[src/rtl/fetch_target_queue_pkg.sv]
// Shared fetch-side types: FetchID/FetchOff and the packed fetch-target entry.
// Widths here must agree with the fetch_target_queue parameter defaults.
package fetch_target_queue_pkg;

    localparam int FTQ_DEPTH = 4;
    localparam int FTQ_PC_W  = 31;
    localparam int FTQ_OFF_W = 3;
    localparam int FTQ_FID_W = 3;

    typedef logic [FTQ_FID_W-1:0] FetchID_t;
    typedef logic [FTQ_OFF_W-1:0] FetchOff_t;

    typedef struct packed {
        logic [FTQ_PC_W-1:0] pc;
        FetchOff_t           lastOffs;
        logic                predTaken;
        FetchOff_t           predOffs;
        FetchID_t            fetchID;
    } FTQEntry_t;

endpackage

[src/rtl/fetch_target_queue_regfile.sv]
// Register file: 1 synchronous write port, 1 combinational read port, no reset.
// Read data reflects a write only after the writing edge.
module fetch_target_queue_regfile #(
    parameter int WIDTH = 8,
    parameter int DEPTH = 4,
    parameter int AW    = $clog2(DEPTH)
) (
    input  logic             clk,
    input  logic             we_i,
    input  logic [AW-1:0]    waddr_i,
    input  logic [WIDTH-1:0] wdata_i,
    input  logic [AW-1:0]    raddr_i,
    output logic [WIDTH-1:0] rdata_o
);

    logic [WIDTH-1:0] mem_q [DEPTH];

    always_ff @(posedge clk) begin
        if (we_i) begin
            mem_q[waddr_i] <= wdata_i;
        end
    end

    assign rdata_o = mem_q[raddr_i];

endmodule

[src/rtl/fetch_target_queue.sv]
// In-order queue of predicted fetch targets between branch predictor and ICache fetch; allocates FetchIDs.
// Optional FTQ_BYPASS_EN forwards an enqueue straight to the head when empty and fetch is ready.
module fetch_target_queue
    import fetch_target_queue_pkg::*;
#(
    parameter int DEPTH = FTQ_DEPTH,
    parameter int PC_W  = FTQ_PC_W,
    parameter int OFF_W = FTQ_OFF_W,
    parameter int FID_W = FTQ_FID_W
) (
    input  logic             clk,
    input  logic             rst,
    input  logic             IN_mispr,
    input  logic [FID_W-1:0] IN_misprFetchID,
    input  logic [FID_W-1:0] IN_comFetchID,
    input  logic             IN_valid,
    input  logic [PC_W-1:0]  IN_pc,
    input  logic [OFF_W-1:0] IN_lastOffs,
    input  logic             IN_predTaken,
    input  logic [OFF_W-1:0] IN_predOffs,
    output logic             OUT_ready,
    output logic [FID_W-1:0] OUT_fetchID,
    output logic             OUT_valid,
    output logic [PC_W-1:0]  OUT_pc,
    output logic [OFF_W-1:0] OUT_lastOffs,
    output logic             OUT_predTaken,
    output logic [OFF_W-1:0] OUT_predOffs,
    output logic [FID_W-1:0] OUT_headFetchID,
    input  logic             IN_ready
);

    localparam int PTR_W = $clog2(DEPTH);
    localparam int CNT_W = PTR_W + 1;

    logic [PTR_W-1:0] rd_ptr_q, rd_ptr_d;
    logic [PTR_W-1:0] wr_ptr_q, wr_ptr_d;
    logic [CNT_W-1:0] count_q, count_d;
    logic [FID_W-1:0] next_id_q, next_id_d;

    logic [FID_W-1:0] id_diff;
    logic             id_full;
    logic             q_full;
    logic             q_nonempty;
    logic             enq;
    logic             byp;
    logic             wr_st;
    logic             deq_st;
    FTQEntry_t        wr_entry;
    FTQEntry_t        rd_entry;

    // Keeping one FetchID unallocated protects predictor backup storage indexed by FetchID.
    assign id_diff    = next_id_q - IN_comFetchID;
    assign id_full    = &id_diff;
    assign q_full     = (count_q == CNT_W'(DEPTH));
    assign q_nonempty = rst && (count_q != '0);

    assign OUT_ready   = rst && !IN_mispr && !q_full && !id_full;
    assign OUT_fetchID = next_id_q;
    assign enq         = IN_valid && OUT_ready;

`ifdef FTQ_BYPASS_EN
    assign byp = enq && IN_ready && (count_q == '0);
`else
    assign byp = 1'b0;
`endif

    assign wr_st  = enq && !byp;
    assign deq_st = q_nonempty && IN_ready;

    always_comb begin
        wr_entry           = '0;
        wr_entry.pc        = IN_pc;
        wr_entry.lastOffs  = IN_lastOffs;
        wr_entry.predTaken = IN_predTaken;
        wr_entry.predOffs  = IN_predOffs;
        wr_entry.fetchID   = next_id_q;
    end

    fetch_target_queue_regfile #(
        .WIDTH ($bits(FTQEntry_t)),
        .DEPTH (DEPTH)
    ) u_storage (
        .clk     (clk),
        .we_i    (wr_st),
        .waddr_i (wr_ptr_q),
        .wdata_i (wr_entry),
        .raddr_i (rd_ptr_q),
        .rdata_o (rd_entry)
    );

    always_comb begin
        OUT_valid       = q_nonempty;
        OUT_pc          = rd_entry.pc;
        OUT_lastOffs    = rd_entry.lastOffs;
        OUT_predTaken   = rd_entry.predTaken;
        OUT_predOffs    = rd_entry.predOffs;
        OUT_headFetchID = rd_entry.fetchID;
        if (byp) begin
            OUT_valid       = 1'b1;
            OUT_pc          = IN_pc;
            OUT_lastOffs    = IN_lastOffs;
            OUT_predTaken   = IN_predTaken;
            OUT_predOffs    = IN_predOffs;
            OUT_headFetchID = next_id_q;
        end
    end

    always_comb begin
        rd_ptr_d  = rd_ptr_q;
        wr_ptr_d  = wr_ptr_q;
        count_d   = count_q;
        next_id_d = next_id_q;
        // A flush overrides any same-cycle enqueue/dequeue and rewinds allocation past the mispredicted packet.
        if (IN_mispr) begin
            rd_ptr_d  = '0;
            wr_ptr_d  = '0;
            count_d   = '0;
            next_id_d = IN_misprFetchID + FID_W'(1);
        end else begin
            if (enq)    next_id_d = next_id_q + FID_W'(1);
            if (wr_st)  wr_ptr_d  = wr_ptr_q + PTR_W'(1);
            if (deq_st) rd_ptr_d  = rd_ptr_q + PTR_W'(1);
            case ({wr_st, deq_st})
                2'b10:   count_d = count_q + CNT_W'(1);
                2'b01:   count_d = count_q - CNT_W'(1);
                default: count_d = count_q;
            endcase
        end
    end

    always_ff @(posedge clk) begin
        if (!rst) begin
            rd_ptr_q  <= '0;
            wr_ptr_q  <= '0;
            count_q   <= '0;
            next_id_q <= '0;
        end else begin
            rd_ptr_q  <= rd_ptr_d;
            wr_ptr_q  <= wr_ptr_d;
            count_q   <= count_d;
            next_id_q <= next_id_d;
        end
    end

endmodule

[config.mk]
export PLATFORM = sky130hd
export DESIGN_NAME = fetch_target_queue
export DESIGN_NICKNAME = d
export VERILOG_FILES = /design/src/rtl/fetch_target_queue_pkg.sv /design/src/rtl/fetch_target_queue_regfile.sv /design/src/rtl/fetch_target_queue.sv
export SDC_FILE = /design/constraint.sdc
export NUM_CORES = 1
export LEC_CHECK = 0
export BUFFER_PORTS_ARGS = -buffer_cell sky130_fd_sc_hd__buf_4
export CORE_AREA = 4 4 90 156
export DETAILED_ROUTE_END_ITERATION = 12
export DIE_AREA = 0 0 94 160
export GPL_TIMING_DRIVEN = 0
export PLACE_DENSITY = 0.78
export RECOVER_POWER = 25
export REMOVE_ABC_BUFFERS = 1
export SYNTH_ARGS = -nofsm -noshare
export SYNTH_HDL_FRONTEND = slang
export SYNTH_SLANG_ARGS = --single-unit
[constraint.sdc]
create_clock -name clk -period 5.25 [get_ports clk]
set_clock_uncertainty 0.2 [all_clocks]
set_input_delay 0.525 -clock clk [delete_from_list [all_inputs] [get_ports clk]]
set_output_delay 0.525 -clock clk [all_outputs]
set_load 0.005 [all_outputs]
==> run_summary.xml <==
<?xml version="1.0" encoding="UTF-8"?>
<metrics>
  <group name="run_status">
    <metric name="outcome" unit="">finished, final reports clean</metric>
  </group>
  <group name="final_layout">
    <metric name="layout.core_utilization" unit="%">63.6</metric>
    <metric name="post_route_cells_drive_above_1_share" unit="%">36.0</metric>
    <metric name="diodes" unit="">0</metric>
    <metric name="fill_cells" unit="">941</metric>
    <metric name="final_area" unit="µm²">8140</metric>
    <metric name="flow.area_growth_from_synthesis" unit="%">22.6</metric>
    <metric name="fin_nets" unit="">459</metric>
  </group>
  <group name="clock_tree">
    <metric name="number_of_gates_resized_after_cts" unit="">0</metric>
    <metric name="worst_setup_hold_path_clk_slew" unit="ns">0.06</metric>
    <metric name="cts_made_buffers" unit="">17</metric>
    <metric name="post_cts_setup_buffers" unit="">0</metric>
    <metric name="clock_path_buffers" unit="">2</metric>
    <metric name="clock_root_cell" unit="">sky130_fd_sc_hd__clkbuf_16</metric>
    <metric name="h-tree-depth" unit="">4</metric>
    <metric name="tritoncts_clock_tree" unit="">done</metric>
    <metric name="post_cts_hold_buffer_count" unit="">0</metric>
    <metric name="clock_latency" unit="ns">0.41</metric>
    <metric name="clock_sink_count" unit="">176</metric>
  </group>
  <group name="synthesis">
    <metric name="seq_area_frac_synth" unit="%">77.8</metric>
    <metric name="async_flop_share" unit="%">0</metric>
    <metric name="synth.most_common_cell" unit="">sky130_fd_sc_hd__edfxtp_1</metric>
    <metric name="synth_top_cells_by_count" unit="">164 x sky130_fd_sc_hd__edfxtp_1, 41 x sky130_fd_sc_hd__mux4_2, 12 x sky130_fd_sc_hd__dfxtp_1</metric>
    <metric name="syn_area_per_cell" unit="µm²">22.4</metric>
    <metric name="synth_warnings" unit="">0</metric>
    <metric name="synth-edff-count" unit="">164</metric>
    <metric name="ys_ff_latch" unit="">176</metric>
    <metric name="synth_top_area_share" unit="%">74.2</metric>
    <metric name="synthDistinctLibCells" unit="">29</metric>
    <metric name="netlist_top_cells_area" unit="">sky130_fd_sc_hd__edfxtp_1 74%, sky130_fd_sc_hd__mux4_2 14%, sky130_fd_sc_hd__dfxtp_1 3.6%</metric>
    <metric name="synthesis.instances" unit="">296</metric>
    <metric name="ys.flop_type" unit="">sky130_fd_sc_hd__edfxtp_1</metric>
    <metric name="syn-cell-area" unit="µm²">6640</metric>
    <metric name="synth_largest_area_cell" unit="">sky130_fd_sc_hd__edfxtp_1</metric>
  </group>
  <group name="min_path">
    <metric name="timing.hold.worst.class" unit="">primary input to register</metric>
    <metric name="hold_end" unit="">u_storage.mem_q[2][16]</metric>
    <metric name="holdCritStartpoint" unit="">IN_pc[6]</metric>
    <metric name="min_path_cells" unit="">1</metric>
  </group>
  <group name="detailed_routing">
    <metric name="via_per_inst" unit="">5.24</metric>
    <metric name="drt_pass1_iterations" unit="">4</metric>
    <metric name="wl_per_cell" unit="µm">19.4</metric>
    <metric name="antenna_left" unit="">0</metric>
    <metric name="dr.first_iter.drc_count" unit="">223</metric>
    <metric name="wirelength_met1" unit="mm">4.12</metric>
    <metric name="detail_route.wirelength" unit="mm">11.3</metric>
    <metric name="highest_layer" unit="">met4</metric>
    <metric name="met3RoutedLength" unit="µm">552</metric>
    <metric name="via_count" unit="">3063</metric>
    <metric name="remaining_drc_errors" unit="">0</metric>
    <metric name="met2_wirelength" unit="mm">6.46</metric>
  </group>
  <group name="global_route">
    <metric name="antenna_found_initial" unit="">0</metric>
    <metric name="globalRouteOverflowTotal" unit="">0</metric>
    <metric name="groute.usage.overall" unit="%">16.8</metric>
    <metric name="grt_pass1_vias" unit="">3539</metric>
    <metric name="grt_max_degree" unit="">42</metric>
    <metric name="grt_first_pass_wirelength" unit="mm">18.6</metric>
  </group>
  <group name="critical_path">
    <metric name="reg2reg_from" unit="">OUT_fetchID[0]</metric>
    <metric name="worst-r2r-cell-count" unit="">13</metric>
    <metric name="end_of_the_worst_register_to_register_path" unit="">count_q[2]</metric>
    <metric name="worst_ep_required_time" unit="ns">5.39</metric>
    <metric name="reg2reg_slack" unit="ns">1.60</metric>
    <metric name="timing.setup.critical_path_class" unit="">register to register</metric>
    <metric name="worstPathArrival" unit="ns">3.80</metric>
    <metric name="timing.critical_path.fanout_max" unit="">13</metric>
    <metric name="critical_path.startpoint_type" unit="">register</metric>
    <metric name="worstSetupEndpointType" unit="">register</metric>
  </group>
  <group name="floorplan">
    <metric name="core_area" unit="µm²">12800</metric>
    <metric name="floorplan.io_pins" unit="">95</metric>
    <metric name="die-area" unit="µm²">15000</metric>
    <metric name="die_h" unit="µm">160</metric>
    <metric name="rows" unit="">55</metric>
    <metric name="start_util" unit="%">51.9</metric>
    <metric name="fp.dieW" unit="µm">94</metric>
  </group>
  <group name="flow_run">
    <metric name="max_cap_violations" unit="">0</metric>
  </group>
  <group name="timing">
    <metric name="slew_violations" unit="">0</metric>
    <metric name="setup_viol" unit="">0</metric>
    <metric name="grt_setup_unrepaired" unit="">no</metric>
    <metric name="max_freq" unit="GHz">0.274</metric>
    <metric name="layout_min_cycle_time" unit="ns">3.65</metric>
    <metric name="timing.final.hold_violations" unit="">0</metric>
    <metric name="final.period_utilization" unit="%">69.6</metric>
    <metric name="timing.slew.headroom" unit="%">44.2</metric>
    <metric name="setup_tns" unit="ns">0</metric>
    <metric name="timing_worst_slew_pin_value" unit="ns">0.838</metric>
  </group>
  <group name="placed_design">
    <metric name="dpl-instance-area" unit="µm²">7610</metric>
    <metric name="finalWeightedCongestion" unit="">0.697</metric>
    <metric name="dp_hpwl" unit="mm">7.52</metric>
    <metric name="io_buffers" unit="">94</metric>
  </group>
  <group name="pwr">
    <metric name="power_density" unit="nW/µm²">367</metric>
    <metric name="leakagePower" unit="nW">2.68</metric>
    <metric name="worst_ir_drop_vdd" unit="V">0.000250</metric>
  </group>
</metrics>
-- worst max-delay path by stage --
stage / from / endpoint / depth (start not counted)
2_1_floorplan: IN_comFetchID[0] / u_storage.mem_q[0][0] / 6
3_3_place_gp: IN_comFetchID[0] / u_storage.mem_q[0][28] / 7
3_5_place_dp: IN_comFetchID[0] / count_q[2] / 13
4_1_cts: OUT_fetchID[0] / count_q[2] / 13
5_1_grt: OUT_fetchID[0] / count_q[2] / 13
6_report: OUT_fetchID[0] / count_q[2] / 13
-- cell families (layout without fill, tap and decap cells) --
family	after synthesis	count (layout)	synth area share, %
adder cells (fa/ha/maj)	9	9	1.92
AO/OA/AOI/OAI	15	15	1.87
flip-flops	176	176	77.8
XOR/XNOR	9	9	1.39
buffers and inverters	24	142	1.45
AND/OR/NAND/NOR	21	21	1.51
multiplexers	42	42	14.1
-- worst max-delay path: stages (launching register included) --
cell	delay, ns
sky130_fd_sc_hd__dfxtp_1	0.36
sky130_fd_sc_hd__inv_1	0.13
sky130_fd_sc_hd__ha_1	0.16
sky130_fd_sc_hd__inv_1	0.05
sky130_fd_sc_hd__fa_1	0.36
sky130_fd_sc_hd__xnor3_1	0.42
sky130_fd_sc_hd__a2111oi_4	0.75
sky130_fd_sc_hd__inv_1	0.12
sky130_fd_sc_hd__ha_1	0.25
sky130_fd_sc_hd__inv_1	0.07
sky130_fd_sc_hd__fa_1	0.17
sky130_fd_sc_hd__xor2_1	0.08
sky130_fd_sc_hd__or3_1	0.33
sky130_fd_sc_hd__a21oi_1	0.14
-- cell type report --
| class | instances | area (µm²) | share of cell area (%) |
|---|---|---|---|
| inverter | 11 | 41.3 | 0.507 |
| clock inverter | 14 | 203 | 2.49 |
| clock buffer | 18 | 429 | 5.27 |
| sequential | 176 | 5170 | 63.5 |
| multi-input combinational | 96 | 1380 | 17.0 |
| tap | 171 | 214 | 2.63 |
| timing repair buffer | 99 | 701 | 8.61 |
-- where the power goes --
part	switching, mW	leakage (nW)	total, mW	internal [mW]
Clock	0.510	0.301	1.31	0.805
Sequential	0.00955	1.58	1.56	1.55
Combinational	0.0542	0.799	0.113	0.0590
Total	0.574	2.68	2.99	2.42
-- per-stage QoR --
stage               std cells  hold WS (ns)  worst slack, ns  total power, mW
floorplan                 283         0.279             1.48             1.64
global placement          548         0.292            0.550             1.71
detailed placement        553         0.327             1.45             1.72
CTS                       585        0.0876             1.53             3.02
global route              585        0.0982             1.30             3.09
finish                    585         0.109             1.60             2.99
-- flip-flops by register name (all words and copies together), names as in the netlist, named ones only --
register,cells
u_storage.mem_q,164
OUT_fetchID,3
count_q,3
rd_ptr_q,2
wr_ptr_q,2
-- cells in the final DEF (no fill, tap or decap), drive strengths merged --
| cell type | synthesis | routed |
|---|---|---|
| edfxtp | 164 | 164 |
| mux4 | 41 | 41 |
| o211ai | 2 | 2 |
| dfxtp | 12 | 12 |
| ha | 7 | 7 |
| o211a | 1 | 1 |
| inv | 11 | 15 |
| and2 | 4 | 4 |
| o31ai | 2 | 2 |
| clkinv | 0 | 4 |
| a211oi | 1 | 1 |
| nor2b | 1 | 1 |
| mux2i | 1 | 1 |
| fa | 2 | 2 |
| xnor2 | 5 | 5 |
| clkinvlp | 0 | 2 |
| nand2b | 1 | 1 |
| o311a | 1 | 1 |
| a2111oi | 1 | 1 |
| buf | 10 | 71 |
| nand2 | 6 | 6 |
| xnor3 | 1 | 1 |
| a21oi | 2 | 2 |
| xor2 | 3 | 3 |
| o21ai | 4 | 4 |
| bufinv | 0 | 4 |
| nor3b | 1 | 1 |
| clkbuf | 3 | 46 |
| or3 | 1 | 1 |
| o31a | 1 | 1 |
| nor2 | 7 | 7 |
-- metal layers --
metal | up-vias | track usage (%)
li1 | 1424 | -
met5 | - | 0
met3 | 13 | 5.18
met1 | 1557 | 19.0
met4 | 0 | 5.92
met2 | 69 | 29.5
No activity file was read; power rests on OpenSTA's default activity.
